File: config.mk
export PLATFORM = sky130hd
export DESIGN_NAME = pockstat_lcd_video
export DESIGN_NICKNAME = d
export VERILOG_FILES = /design/src/rtl/pockstat_lcd_video.sv
export SDC_FILE = /design/constraint.sdc
export NUM_CORES = 1
export LEC_CHECK = 0
export CORE_UTILIZATION = 45
export CTS_CLUSTER_SIZE = 12
export DETAILED_ROUTE_END_ITERATION = 10
export PLACE_DENSITY = 0.71
export SLEW_MARGIN = 20
export SYNTH_ARGS = -nofsm -noshare
export SYNTH_HDL_FRONTEND = slang
export SYNTH_SLANG_ARGS = --single-unit
File: constraint.sdc
create_clock -name clk -period 3.29 [get_ports clk]
set_clock_uncertainty 0.05 [all_clocks]
set_input_delay 0.4935 -clock clk [delete_from_list [all_inputs] [get_ports clk]]
set_output_delay 0.4935 -clock clk [all_outputs]
set_load 0.01 [all_outputs]
File: src/rtl/pockstat_lcd_video.sv
// PocketStation LCD video output: scans the 32x32 mono frame, fetches one LCD row per
// SCALE output lines into a line buffer and produces upscaled sync, blank and RGB video.
module pockstat_lcd_video #(
    parameter int SCALE  = 8,
    parameter int H_FP   = 16,
    parameter int H_SYNC = 32,
    parameter int H_BP   = 48,
    parameter int V_FP   = 4,
    parameter int V_SYNC = 4,
    parameter int V_BP   = 16,
    parameter int CE_DIV = 4
) (
    input  logic        clk,
    input  logic        reset_n,
    output logic        ce_pix,
    output logic        hsync,
    output logic        vsync,
    output logic        hblank,
    output logic        vblank,
    output logic [7:0]  r,
    output logic [7:0]  g,
    output logic [7:0]  b,
    output logic        fb_rd_req,
    output logic [4:0]  fb_rd_row,
    input  logic        fb_rd_ack,
    input  logic [31:0] fb_rd_data,
    output logic        frame_start,
    output logic        underrun
);
    localparam int ACT   = 32 * SCALE;
    localparam int H_TOT = ACT + H_FP + H_SYNC + H_BP;
    localparam int V_TOT = ACT + V_FP + V_SYNC + V_BP;
    localparam int HW    = $clog2(H_TOT);
    localparam int VW    = $clog2(V_TOT);
    localparam int DW    = $clog2(CE_DIV);

    localparam logic [DW-1:0] DIV_LAST = DW'(CE_DIV - 1);
    localparam logic [HW-1:0] H_ACT    = HW'(ACT);
    localparam logic [HW-1:0] H_LAST   = HW'(H_TOT - 1);
    localparam logic [HW-1:0] HS_BEG   = HW'(ACT + H_FP);
    localparam logic [HW-1:0] HS_END   = HW'(ACT + H_FP + H_SYNC);
    localparam logic [HW-1:0] H_SCALE  = HW'(SCALE);
    localparam logic [VW-1:0] V_ACT    = VW'(ACT);
    localparam logic [VW-1:0] V_ACT_M1 = VW'(ACT - 1);
    localparam logic [VW-1:0] V_LAST   = VW'(V_TOT - 1);
    localparam logic [VW-1:0] VS_BEG   = VW'(ACT + V_FP);
    localparam logic [VW-1:0] VS_END   = VW'(ACT + V_FP + V_SYNC);
    localparam logic [VW-1:0] V_SCALE  = VW'(SCALE);
    localparam logic [23:0]   DARK     = 24'h202820;
    localparam logic [23:0]   LIGHT    = 24'hB0C0A0;

    typedef enum logic {IDLE, REQ} fetch_state_t;

    fetch_state_t  state_reg;
    logic [DW-1:0] div_reg;
    logic          ce_reg;
    logic [HW-1:0] hcnt_reg;
    logic [VW-1:0] vcnt_reg;
    logic          hsync_reg;
    logic          vsync_reg;
    logic          hblank_reg;
    logic          vblank_reg;
    logic          frame_start_reg;
    logic          req_reg;
    logic          underrun_reg;
    logic [23:0]   rgb_reg;
    logic [4:0]    row_reg;
    logic [31:0]   linebuf_reg;
    logic [31:0]   linebuf_next;

    logic          ack_take;
    logic          active;
    logic          pixel_on;
    logic          h_wrap;
    logic          fetch_hit;
    logic [VW-1:0] next_line;
    logic [4:0]    col;

    // An ack landing on the first pixel of a line must already be visible on that
    // pixel, so the colour lookup reads the buffer's next value, not its current one.
    always_comb begin
        ack_take     = (state_reg == REQ) && fb_rd_ack;
        linebuf_next = ack_take ? fb_rd_data : linebuf_reg;
        col          = 5'(hcnt_reg / H_SCALE);
        active       = (hcnt_reg < H_ACT) && (vcnt_reg < V_ACT);
        pixel_on     = linebuf_next[col];
        h_wrap       = (hcnt_reg == H_LAST);
        next_line    = (vcnt_reg == V_LAST) ? '0 : vcnt_reg + VW'(1);
        fetch_hit    = (hcnt_reg == H_ACT) && (next_line < V_ACT) &&
                       ((next_line % V_SCALE) == '0);
    end

    always_ff @(posedge clk or negedge reset_n) begin
        if (!reset_n) begin
            state_reg       <= IDLE;
            div_reg         <= '0;
            ce_reg          <= 1'b0;
            hcnt_reg        <= '0;
            vcnt_reg        <= '0;
            hsync_reg       <= 1'b0;
            vsync_reg       <= 1'b0;
            hblank_reg      <= 1'b0;
            vblank_reg      <= 1'b0;
            frame_start_reg <= 1'b0;
            req_reg         <= 1'b0;
            underrun_reg    <= 1'b0;
            rgb_reg         <= '0;
            row_reg         <= '0;
            linebuf_reg     <= '0;
        end else begin
            div_reg         <= (div_reg == DIV_LAST) ? '0 : div_reg + DW'(1);
            ce_reg          <= (div_reg == DIV_LAST);
            frame_start_reg <= 1'b0;
            linebuf_reg     <= linebuf_next;

            if (ce_reg) begin
                hblank_reg      <= (hcnt_reg >= H_ACT);
                vblank_reg      <= (vcnt_reg >= V_ACT);
                hsync_reg       <= (hcnt_reg >= HS_BEG) && (hcnt_reg < HS_END);
                vsync_reg       <= (vcnt_reg >= VS_BEG) && (vcnt_reg < VS_END);
                rgb_reg         <= !active ? 24'h0 : (pixel_on ? DARK : LIGHT);
                frame_start_reg <= h_wrap && (vcnt_reg == V_ACT_M1);
                if (h_wrap) begin
                    hcnt_reg <= '0;
                    vcnt_reg <= next_line;
                end else begin
                    hcnt_reg <= hcnt_reg + HW'(1);
                end
            end

            // The fetch for a line group is issued at the start of the previous
            // line's blanking and must complete before the next line's first pixel.
            case (state_reg)
                IDLE: begin
                    if (ce_reg && fetch_hit) begin
                        row_reg   <= 5'(next_line / V_SCALE);
                        req_reg   <= 1'b1;
                        state_reg <= REQ;
                    end
                end
                REQ: begin
                    if (ack_take) begin
                        req_reg   <= 1'b0;
                        state_reg <= IDLE;
                    end else if (ce_reg && hcnt_reg == '0) begin
                        req_reg      <= 1'b0;
                        underrun_reg <= 1'b1;
                        state_reg    <= IDLE;
                    end
                end
            endcase
        end
    end

    assign ce_pix      = ce_reg;
    assign hsync       = hsync_reg;
    assign vsync       = vsync_reg;
    assign hblank      = hblank_reg;
    assign vblank      = vblank_reg;
    assign r           = rgb_reg[23:16];
    assign g           = rgb_reg[15:8];
    assign b           = rgb_reg[7:0];
    assign fb_rd_req   = req_reg;
    assign fb_rd_row   = row_reg;
    assign frame_start = frame_start_reg;
    assign underrun    = underrun_reg;
endmodule

---- After elaboration in Yosys (flattened, before gate mapping) ----
Index checks and enable logic that the tools add are counted.
cells by class
  add/sub/neg operators ................... 3
  magnitude comparators ................... 10
  reductions and logical operators ........ 15
  equal/unequal tests ..................... 7
  multiplexer cells ....................... 17
  bitwise operators ....................... 2
operators with widths
  kind                                                                      number
  24-bit 2-to-1 mux                                                         2
  9-bit < comparator (second input constant)                                5
  9-bit >= comparator (second input constant)                               4
  32-bit 2-to-1 mux                                                         1
  9-bit == test (second input constant)                                     3
  9-bit by 1-bit adder with 9-bit output (second input constant)            2
  9-bit zero test                                                           2
  9-bit 2-to-1 mux                                                          2
  9-bit by 8-bit == test with 1-bit output (second input constant)          1
  1-bit logical AND                                                         9
  1-bit 2-to-1 mux                                                          8
  5-bit by 6-bit < comparator with 1-bit output (second input constant)     1
  2-bit AND reduction                                                       3
  1-bit binary-select mux with 5-bit select                                 1
  1-bit case mux with 2 select lines                                        2
  3-bit by 1-bit inequality test with 1-bit output (second input constant)  1
  3-bit AND reduction                                                       1
  2-bit by 1-bit adder with 2-bit output (second input constant)            1
  2-bit == test (second input constant)                                     1
  2-bit 2-to-1 mux                                                          1
  2-bit inequality test (second input constant)                             1
  1-bit inverter                                                            2
storage, ports and cells
  input bits .............................. 35
  word-level logic and storage cells ...... 69
  bits in registers ....................... 90

---- Logic depth before layout (Yosys ltp) ----
Gate-level depths: netlist of the first run.
  depth after elaboration ................. 8
  gate-level depth with buffers ........... 8
  mapped depth without buffers ............ 8

---- Least setup slack after synthesis of the first run ----
Ideal clock, no wire load.
  kind .................................... register to register
  from .................................... reg vcnt_reg[0]
  to ...................................... reg row_reg[0], in the netlist fb_rd_row[0]
  data arrival time ....................... 2.261 ns
  data required time ...................... 3.115 ns
  period minus slack after synthesis ...... 2.435 ns
  buffers on the path ..................... 0
  stages on the path, launching flop included .. 9
  setup slack ............................. 0.855 ns
  cells stage by stage .................... dfrtp_1 > ha_1 > and3_1 > and3_1 > and3_1 > ha_1 > a31oi_1 > nor3_4 > mux2_2
between the ends
  longest elaborated chain between the ends .. 7
RTL lines
  item                                                                     RTL line  RTL
  start, declared                                                          58        logic [VW-1:0] vcnt_reg;
  start signal, assigned                                                   125       vcnt_reg <= next_line;
  9-bit by 1-bit adder with 9-bit output or 9-bit == test (tied branches)  88        next_line = (vcnt_reg == V_LAST) ? '0 : vcnt_reg + VW'(1);
  9-bit 2-to-1 mux *                                                       88
  9-bit < comparator                                                       89        fetch_hit = (hcnt_reg == H_ACT) && (next_line < V_ACT) &&
  1-bit logical AND (2 in series)                                          89
  1-bit logical AND                                                        135       if (ce_reg && fetch_hit) begin
  2-bit AND reduction (no line)                                            -
  end signal, assigned                                                     136       row_reg <= 5'(next_line / V_SCALE);
  end, declared                                                            67        logic [4:0] row_reg;
Mark *: on every way between the ends. The rest lies on a longest branch, timed or not.
A chain may end at the register's enable or synchronous reset.

---- Final worst setup path of the first run ----
  from .................................... reg vcnt_reg[0]
  to ...................................... reg row_reg[3], in the netlist fb_rd_row[3]
Same word-level chain as after synthesis.

==> impl_metrics.env, run 1 <==
export IMPL_synth_xor_area_share=0.0363
export IMPL_coreArea_mm2=0.00777
export IMPL_start_util=0.466
export IMPL_finalCritPeriodShare=0.825
export IMPL_syn_cell_area_mm2=0.00362
export IMPL_endpoint_kind="flop"
export IMPL_ioPinCount=72
export IMPL_ys_ff_latch=69
export IMPL_synth_compound_area_frac=0.116
export IMPL_preCtsSetupSlack_ps=313
export IMPL_swShare=0.225
export IMPL_rows=32
export IMPL_route_detailed_drc=0
export IMPL_vias=2579
export IMPL_cp_data_required_time_ps=3470
export IMPL_htree_levels=3
export IMPL_crit_path_end="fb_rd_row[3]$_DFFE_PN0P_"
export IMPL_post_cts_buffers=0
export IMPL_final_util=0.557
export IMPL_startpoint="vcnt_reg[0]$_DFFE_PN0P_"
export IMPL_ir_drop_v=0.000178
export IMPL_seq_area_frac_synth=0.477
export IMPL_slew_limit_headroom=0.378
export IMPL_critPathMaxFanout=7
export IMPL_drt_met1_wl_um=3450
export IMPL_antenna_left=0
export IMPL_grt_pass1_vias=2515
export IMPL_rrSetupSlack_ps=570
export IMPL_status="complete, no violations"
export IMPL_dieArea_mm2=0.00841
export IMPL_ys_warn_count=0
export IMPL_grt_max_degree=43
export IMPL_rsz0062_at_grt="false"
export IMPL_synth_top_family_by_area="simple AND/OR/NAND/NOR gates"
export IMPL_clkLatencyLatePin_ps=350
export IMPL_synth_simple_gate_area_frac=0.137
export IMPL_seq_power_share=0.572
export IMPL_ff2ff_path_depth=8
export IMPL_critPathKind="reg2reg"
export IMPL_critPathLaunchType="flop"
export IMPL_grt_usage=0.183
export IMPL_p_comb_frac=0.050
export IMPL_antenna_cells=0
export IMPL_detail_route_first_pass_iterations=4
export IMPL_clock_fmax_mhz=368
export IMPL_syn_inst=325
export IMPL_r2r_end="fb_rd_row[3]$_DFFE_PN0P_"
export IMPL_cts_resized=0
export IMPL_holdWs_ps=240
export IMPL_cts_tree="built"
export IMPL_p_sw_mw=0.334
export IMPL_hold_viol_final=0
export IMPL_muxShareOfSynthArea=0.128
export IMPL_syn_to_final_growth_pct=19.4
export IMPL_via_per_inst=5.34
export IMPL_largest_register_ff_count=32
export IMPL_wl_met3_um=335
export IMPL_place_congestion=0.791
export IMPL_worst_slew_pin_slew_ps=933
export IMPL_port_buffers=56
export IMPL_yosysUniqueCellTypes=52
export IMPL_path_clk_slew_ps=70
export IMPL_dp_hpwl_um=5110
export IMPL_synthArstFlopShare=1.00
export IMPL_finalWirelength_um=7090
export IMPL_finalCriticalPeriod_ps=2720
export IMPL_arrival_ps=2890
export IMPL_die_x_um=91.7
export IMPL_synth_flop_cell="dfrtp_1"
export IMPL_die_y_um=91.7
export IMPL_cts_root_buf="clkbuf_8"
export IMPL_r2r_start="vcnt_reg[0]$_DFFE_PN0P_"
export IMPL_maxUsedRoutingLayer="met4"
export IMPL_drive_gt1_frac=0.150
export IMPL_drv_cap=0
export IMPL_internal_power_mw=1.15
export IMPL_drv_slew=0
export IMPL_avgSynthCellArea_um2=11.1
export IMPL_power_per_cell_area_mw_per_mm2=343
export IMPL_first_iter_violations=165
export IMPL_routedWlPerCell_um=14.7
export IMPL_nets=419
export IMPL_globalRoute_totalOverflow=0
export IMPL_cts_inserted_buffers=9
export IMPL_grt_pass1_wl_um=12000
export IMPL_cts_sinks=69
export IMPL_p_clk_frac=0.379
export IMPL_wl_met2_um=3200
export IMPL_synth_edff_count=0
export IMPL_setup_tns_ps=0
export IMPL_p_leak_nw=2.18
export IMPL_hold_path_class="in2async"
export IMPL_fin_ws_ps=575
export IMPL_final_setup_viol_count=0
export IMPL_clk_path_buf_depth=2
export IMPL_antenna_found_initial=0
export IMPL_synthAdderAreaFrac=0.0207
export IMPL_postCtsHoldBufs=0
## Yosys cell counts (all sizes together), types with 2 or more instances
cell | n | area, um^2
mux2 | 23 | 259
o31ai | 3 | 22.5
a221oi | 2 | 17.5
mux2i | 7 | 70.1
inv | 15 | 56.3
o41ai | 2 | 17.5
dfrtp | 69 | 1730
nor4 | 2 | 12.5
a21o | 11 | 82.6
and2 | 3 | 18.8
or2 | 3 | 18.8
a2111oi | 3 | 26.3
a211oi | 6 | 45.0
buf | 32 | 228
nand3 | 4 | 20.0
a21oi | 2 | 10.0
a22o | 2 | 17.5
nor2 | 12 | 45.0
nor3 | 3 | 26.3
a21boi | 3 | 22.5
mux4 | 6 | 135
and3 | 21 | 131
nand2 | 19 | 78.8
ha | 6 | 75.1
nand2b | 11 | 68.8
clkbuf | 5 | 18.8
xnor2 | 8 | 70.1
or3 | 2 | 12.5
o21ai | 13 | 65.1
or4 | 5 | 37.5
xor2 | 7 | 61.3
o22ai | 3 | 18.8
## worst max-delay path, cell delays in order, from the launching register on
cell and delay (ps):
dfrtp_1 430, ha_1 270, and3_1 210, and3_1 240, and3_1 200, ha_1 290, a31oi_1 140, nor3_4 390
mux2_2 380
## layout by cell type, fill, tap and decap left out, types with 3 or more instances in the layout
cell type	count
mux4_2	6
xor2_1	7
mux2i_1	7
a21o_1	11
or4_1	5
o21ai_0	12
dfrtp_1	69
and2_1	3
nand2b_1	11
nand2_1	18
nand3_1	4
a2111oi_0	3
mux2_2	23
clkdlybuf4s50_1	55
a211oi_1	6
clkinv_2	3
nor2_1	12
buf_4	9
inv_1	15
o31ai_1	3
xnor2_1	8
conb_1	15
and3_1	21
o22ai_1	3
ha_1	6
clkbuf_8	9
or2_2	3
## power by group through the flow
stage / sequential, mW / combinational (mW) / clock (mW)
6_report: 0.848 / 0.0740 / 0.562
5_1_grt: 0.847 / 0.0822 / 0.610
4_1_cts: 0.848 / 0.0760 / 0.579
3_5_place_dp: 0.864 / 0.0758 / 0
3_3_place_gp: 0.864 / 0.0758 / 0
2_1_floorplan: 0.864 / 0.0268 / 0
## per-layer routing
layer	vias to the layer above	track usage
li1	1223	-
met1	1279	0.261
met2	69	0.267
met3	8	0.0464
met4	0	0.0714
met5	-	0
## how the worst min path moves through the flow
| stage | start | slack (ps) | to |
|---|---|---|---|
| final | reset_n | 240 | fb_rd_row[1]$_DFFE_PN0P_ |
| after global routing | reset_n | 320 | fb_rd_row[1]$_DFFE_PN0P_ |
| after CTS | reset_n | 270 | fb_rd_row[1]$_DFFE_PN0P_ |
| after detailed placement | div_reg[0]$_DFF_PN0_ | 380 | div_reg[0]$_DFF_PN0_ |
| after global placement | div_reg[0]$_DFF_PN0_ | 360 | div_reg[0]$_DFF_PN0_ |
| after floorplan | reset_n | 150 | ce_pix$_DFF_PN0_ |
## layout make-up
type	instances	area, um^2
Inverter	15	56.3
Sequential cell	69	1730
Fill cell	675	3440
Timing Repair Buffer	65	623
Multi-Input combinational cell	218	1640
Clock buffer	11	131
Clock inverter	3	15.0
Tap cell	102	128
## metrics by stage
step           instance area, um^2  std cells  power (mW)
4_1_cts                       4320        483        1.50
3_5_place_dp                  4180        469       0.940
5_1_grt                       4320        483        1.54
3_3_place_gp                  4180        469       0.940
2_1_floorplan                 3670        339       0.891
6_report                      4320        483        1.48
## cell families after synthesis
group                      after synthesis
AOI/OAI and AO/OA                       58
xor gates and xnor gates                15
adders and majority gates                6
buffers and inverters                   52
DFF                                     69
muxes                                   36
other                                    1
and+or+nand+nor                         88
Note: power is estimated with default switching activity, not from simulation.
==> inputs of run 2 (changes only) <==
==> constraint.sdc (replaced) <==
create_clock -name clk -period 2.5 [get_ports clk]
set_clock_uncertainty 0.05 [all_clocks]
set_input_delay 0.375 -clock clk [delete_from_list [all_inputs] [get_ports clk]]
set_output_delay 0.375 -clock clk [all_outputs]
set_load 0.01 [all_outputs]
==> run 2 against run 1 <==
  * The run now ends with hold timing left
  * Flip-flop and latch count unchanged
  * Cell area increased by 5.9%
  * Hold slack got worse by 260 ps
  * Sequential power increased by 32%
  * Via count increased by 3.1%
  * Maximum frequency increased by 12%
  * Setup slack got worse by 500 ps
  * Wire length increased by 5.3%
  * Clock power increased by 44%
  * First-iteration DRC count decreased by 13%
  * Sequential share of layout area decreased by 2.2 points
  * Critical endpoint is now fb_rd_row[4]$_DFFE_PN0P_
  * Largest power group unchanged
==> impl_metrics.env, run 2 (synthesis results as in run 1) <==
export IMPL_detail_route_first_pass_iterations=4
export IMPL_clk_path_buf_depth=2
export IMPL_grt_max_degree=70
export IMPL_final_util=0.589
export IMPL_finalWirelength_um=7470
export IMPL_port_buffers=56
export IMPL_power_per_cell_area_mw_per_mm2=442
export IMPL_placed_area_mm2=0.00435
export IMPL_cp_data_required_time_ps=2670
export IMPL_cts_inserted_buffers=9
export IMPL_final_cell_mix="dfrtp_1 (68), clkdlybuf4s50_1 (54), buf_4 (31)"
export IMPL_drt_met1_wl_um=3430
export IMPL_hold_path_class="in2async"
export IMPL_crit_top_cell="and3_1"
export IMPL_ff2ff_path_depth=9
export IMPL_critPathKind="reg2reg"
export IMPL_route_detailed_drc=0
export IMPL_arrival_ps=2590
export IMPL_dp_hpwl_um=5460
export IMPL_critPathLaunchType="flop"
export IMPL_cp_slowest_cell="dfrtp_1"
export IMPL_cts_root_buf="clkbuf_8"
export IMPL_status="finished with violations"
export IMPL_clock_fmax_mhz=413
export IMPL_failed_checks="hold timing"
export IMPL_wl_met3_um=241
export IMPL_place_congestion=0.794
export IMPL_cts_sinks=69
export IMPL_via_per_inst=5.26
export IMPL_finalCriticalPeriod_ps=2420
export IMPL_p_leak_nw=2.33
export IMPL_power_total_mw=2.02
export IMPL_globalRoute_totalOverflow=0
export IMPL_coreArea_mm2=0.00777
export IMPL_antenna_found_initial=0
export IMPL_critPathMaxFanout=3
export IMPL_cts_tree="built"
export IMPL_path_cells="ha_1, and3_1, and3_1, and3_1, ha_4, a31oi_2, nor3_4, buf_4, mux2_2"
export IMPL_max_stage_delay_ps=400
export IMPL_first_iter_violations=143
export IMPL_wl_met2_um=3610
export IMPL_nets=443
export IMPL_postLayoutCellArea_mm2=0.00458
export IMPL_postCtsHoldBufs=0
export IMPL_worst_path_buf_inv=1
export IMPL_worst_path_stages=9
export IMPL_holdWs_ps=-18.8
export IMPL_hold_viol_final=11
export IMPL_rows=32
export IMPL_drv_cap=0
export IMPL_fin_ws_ps=78.3
export IMPL_dieArea_mm2=0.00841
export IMPL_antenna_cells=0
export IMPL_grt_pass1_vias=2696
export IMPL_htree_levels=3
export IMPL_preCtsSetupSlack_ps=-317
export IMPL_largest_register_ff_count=32
export IMPL_vias=2660
export IMPL_clkLatencyLatePin_ps=340
export IMPL_ir_drop_v=0.000250
export IMPL_grt_usage=0.197
export IMPL_mostFrequentLayoutCell="dfrtp_1"
export IMPL_path_clk_slew_ps=70
export IMPL_syn_to_final_growth_pct=26.4
export IMPL_finalCritPeriodShare=0.969
export IMPL_ioPinCount=72
export IMPL_final_setup_viol_count=0
export IMPL_die_x_um=91.7
export IMPL_start_util=0.466
export IMPL_endpoint_kind="flop"
export IMPL_maxUsedRoutingLayer="met4"
export IMPL_antenna_left=0
export IMPL_routedWlPerCell_um=14.8
export IMPL_grt_pass1_wl_um=12600
export IMPL_crit_family="simple AND/OR/NAND/NOR gates"
export IMPL_drive_gt1_frac=0.210
export IMPL_die_y_um=91.7
export IMPL_drv_slew=0
==> run 2: cell count changes in the layout (fill, tap and decap cells not counted), moves of 2 or more <==
cell      change
clkbuf_8      +3
buf_12        +2
clkbuf_1      -2
buf_4        +22
clkinv_2      -3
==> run 2: per-layer routing <==
metal	up-vias	GRT usage
met5	-	0
met4	0	0.0966
met3	17	0.0373
met2	64	0.310
met1	1306	0.263
li1	1273	-
==> run 2: stage by stage <==
stage | std cells | TNS [ps] | hold slack (ps)
finish | 506 | 0 | -18.8
global route | 506 | -4.74 | 12.6
CTS | 502 | 0 | 0.574
detailed placement | 489 | -648 | 373
global placement | 489 | -496 | 363
floorplan | 339 | 0 | 29.4
==> run 2: area by class of cell <==
class                           count  area [um^2]
Timing Repair Buffer               89          831
Sequential cell                    69         1730
Fill cell                         672         3190
Tap cell                          102          128
Multi-Input combinational cell    218         1660
Inverter                           15         56.3
Clock buffer                       12          165
Clock inverter                      1         7.51
==> run 2: final timing paths <==
| check | to | slack (ps) | from |
|---|---|---|---|
| worst max-delay path | fb_rd_row[4]$_DFFE_PN0P_ | 80 | vcnt_reg[1]$_DFFE_PN0P_ |
| worst min-delay path | fb_rd_row[0]$_DFFE_PN0P_ | -20 | reset_n |
| worst max register to register | fb_rd_row[4]$_DFFE_PN0P_ | 80 | vcnt_reg[1]$_DFFE_PN0P_ |
| worst min register to register | div_reg[0]$_DFF_PN0_ | 380 | div_reg[0]$_DFF_PN0_ |
| max in group asynchronous | hblank$_DFFE_PN0P_ | 2100 | reset_n |
| min in group clk | div_reg[0]$_DFF_PN0_ | 380 | div_reg[0]$_DFF_PN0_ |
==> run 2: what timing repair did <==
| item | CTS | global route |
|---|---|---|
| gates resized for setup | 0 | 4 |
| setup endpoints to repair | 5 | 7 |
| cloned | 0 | 0 |
| setup buffers | 0 | 4 |
| pin swaps | 1 | 3 |
| hold endpoints to repair | 0 | 0 |
==> run 2: power by group <==
part           switching [mW]  internal (mW)
combinational          0.0455         0.0541
clock                   0.384          0.425
sequential                  0           1.12
total                   0.429           1.60
==> inputs of run 3 (changes only) <==
--- a/config.mk
+++ b/config.mk
@@ -5,10 +5,12 @@
 export SDC_FILE = /design/constraint.sdc
 export NUM_CORES = 1
 export LEC_CHECK = 0
+export ABC_AREA = 1
 export CORE_UTILIZATION = 45
 export CTS_CLUSTER_SIZE = 12
 export DETAILED_ROUTE_END_ITERATION = 10
 export PLACE_DENSITY = 0.71
+export REMOVE_ABC_BUFFERS = 1
 export SLEW_MARGIN = 20
 export SYNTH_ARGS = -nofsm -noshare
 export SYNTH_HDL_FRONTEND = slang
==> run 3 against run 2 <==
  * The flow now finishes without violations
  * Sequential power increased by 7%
  * Register-to-register slack improved by 230 ps
  * Synthesized cell count increased by 35%
  * Sequential share of layout area increased by 1.6 points
  * Hold slack improved by 390 ps
  * Via count rose by 14%
  * Critical path type unchanged
  * Largest cell class unchanged
==> impl_metrics.env, run 3 <==
export IMPL_setup_tns_ps=0
export IMPL_drive_gt1_frac=0.0920
export IMPL_synth_flop_cell="dfrtp_1"
export IMPL_antenna_cells=0
export IMPL_rows=32
export IMPL_first_iter_violations=154
export IMPL_synth_edff_count=0
export IMPL_syn_cell_area_mm2=0.00362
export IMPL_p_leak_nw=2.21
export IMPL_r2r_end="fb_rd_row[4]$_DFFE_PN0P_"
export IMPL_cts_inserted_buffers=9
export IMPL_drv_slew=0
export IMPL_critPathMaxFanout=7
export IMPL_dieArea_mm2=0.00840
export IMPL_rrSetupSlack_ps=310
export IMPL_clkLatencyLatePin_ps=330
export IMPL_die_x_um=91.6
export IMPL_endpoint_kind="flop"
export IMPL_place_congestion=0.873
export IMPL_nets=536
export IMPL_htree_levels=3
export IMPL_syn_to_final_growth_pct=21.4
export IMPL_clock_fmax_mhz=456
export IMPL_status="complete, no violations"
export IMPL_yosys_cell_count_top_type="nand2_1"
export IMPL_ioPinCount=72
export IMPL_finalWirelength_um=7680
export IMPL_hold_path_class="reg2reg"
export IMPL_finalCriticalPeriod_ps=2190
export IMPL_dp_hpwl_um=5570
export IMPL_syn_inst=440
export IMPL_avgSynthCellArea_um2=8.22
export IMPL_hold_viol_final=0
export IMPL_finalCritPeriodShare=0.877
export IMPL_critPathKind="reg2reg"
export IMPL_grt_pass1_vias=2971
export IMPL_synthArstFlopShare=1.00
export IMPL_via_per_inst=5.02
export IMPL_seq_area_frac_synth=0.478
export IMPL_start_util=0.466
export IMPL_largest_register_ff_count=32
export IMPL_port_buffers=56
export IMPL_antenna_left=0
export IMPL_synth_top_cell_area_share=0.478
export IMPL_rsz0062_at_grt="false"
export IMPL_ys_warn_count=0
export IMPL_holdWs_ps=376
export IMPL_slew_limit_headroom=0.604
export IMPL_die_y_um=91.6
export IMPL_antenna_found_initial=0
export IMPL_grt_max_degree=46
export IMPL_ff2ff_path_depth=11
export IMPL_ir_drop_v=0.000221
export IMPL_yosysUniqueCellTypes=37
export IMPL_startpoint="vcnt_reg[0]$_DFFE_PN0P_"
export IMPL_final_cell_mix="nand2_1 (136), nand3_1 (69), dfrtp_1 (69)"
export IMPL_ys_ff_latch=69
export IMPL_grt_usage=0.194
export IMPL_cts_resized=0
export IMPL_coreArea_mm2=0.00777
export IMPL_path_clk_slew_ps=70
export IMPL_crit_path_end="fb_rd_row[4]$_DFFE_PN0P_"
export IMPL_routedWlPerCell_um=12.8
export IMPL_mostFrequentLayoutCell="nand2_1"
export IMPL_drv_cap=0
export IMPL_grt_pass1_wl_um=13100
export IMPL_detail_route_first_pass_iterations=5
export IMPL_cts_sinks=69
export IMPL_yosys_area_top_type="dfrtp_1"
export IMPL_final_setup_viol_count=0
export IMPL_netlist_top_cells_count="nand2_1 (136), dfrtp_1 (69), nand3_1 (69)"
export IMPL_worst_slew_pin_slew_ps=594
export IMPL_globalRoute_totalOverflow=0
export IMPL_r2r_start="vcnt_reg[0]$_DFFE_PN0P_"
export IMPL_cts_tree="built"
export IMPL_clk_path_buf_depth=2
export IMPL_cts_root_buf="clkbuf_8"
export IMPL_synthTopCellsByArea="dfrtp_1 (48%), nand2_1 (14%), nand3_1 (9.6%)"
export IMPL_arrival_ps=2360
export IMPL_power_per_cell_area_mw_per_mm2=527
export IMPL_vias=3021
export IMPL_critPathLaunchType="flop"
export IMPL_route_detailed_drc=0
export IMPL_cp_data_required_time_ps=2670
[run 3: metal layers]
| metal | track usage | wire [um] | vias to the layer above |
|---|---|---|---|
| met1 | 0.244 | 3410 | 1434 |
| met4 | 0.0913 | 140 | 0 |
| met5 | 0 | 0 | - |
| li1 | - | - | 1494 |
| met2 | 0.323 | 3770 | 78 |
| met3 | 0.0373 | 366 | 15 |
[run 3: cell type report]
class / count / area, um^2
clock buffers: 12 / 145
clock inverters: 4 / 47.5
fillers: 729 / 3380
inverters: 36 / 135
multi-input cells: 311 / 1550
flip-flops and latches: 69 / 1730
well taps: 102 / 128
repair buffers: 68 / 661
[run 3: kinds of logic after synthesis]
family,synth area share
compound gates,0.0467
xor+xnor,0.0145
fa+ha+maj,0.0208
buf+inv,0.109
flops,0.478
other cells,0.00104
simple gates,0.330
[run 3: how the worst min path moves through the flow]
| stage | to | depth (start not counted) | start |
|---|---|---|---|
| floorplan | ce_pix$_DFF_PN0_ | 0 | reset_n |
| global placement | linebuf_reg[20]$_DFF_PN0_ | 1 | reset_n |
| detailed placement | linebuf_reg[25]$_DFF_PN0_ | 1 | reset_n |
| CTS | div_reg[0]$_DFF_PN0_ | 1 | div_reg[0]$_DFF_PN0_ |
| global route | div_reg[0]$_DFF_PN0_ | 1 | div_reg[0]$_DFF_PN0_ |
| finish | div_reg[0]$_DFF_PN0_ | 1 | div_reg[0]$_DFF_PN0_ |
[run 3: timing repair]
item	4_1_cts	5_1_grt
setup buffers	0	0
hold buffers	1	0
endpoints found under the hold margin	15	0
[run 3: stage by stage]
stage	setup WS (ps)	utilization	total power, mW	instances	area (um^2)
after floorplan	492	-	1.32	416	3410
after global placement	333	0.539	1.44	585	4190
after detailed placement	289	0.539	1.45	585	4190
after CTS	305	0.565	2.34	602	4390
after global routing	82.1	0.565	2.42	602	4390
final	307	0.565	2.32	602	4390
[run 3: where the power goes]
| part | internal (mW) | switching (mW) |
|---|---|---|
| sequential | 1.18 | 0.0208 |
| clock | 0.486 | 0.398 |
| combinational | 0.115 | 0.121 |
[run 3: worst max-delay path, stage by stage (launching register included)]
cell and delay, ps:
dfrtp_1 380, ha_1 210, inv_1 100, nor3_1 250, nand4_1 140, nor2_1 140, ha_1 150, nor2_2 60
nor3_4 330, nand2_4 130, nand2_1 80, nand2_1 60
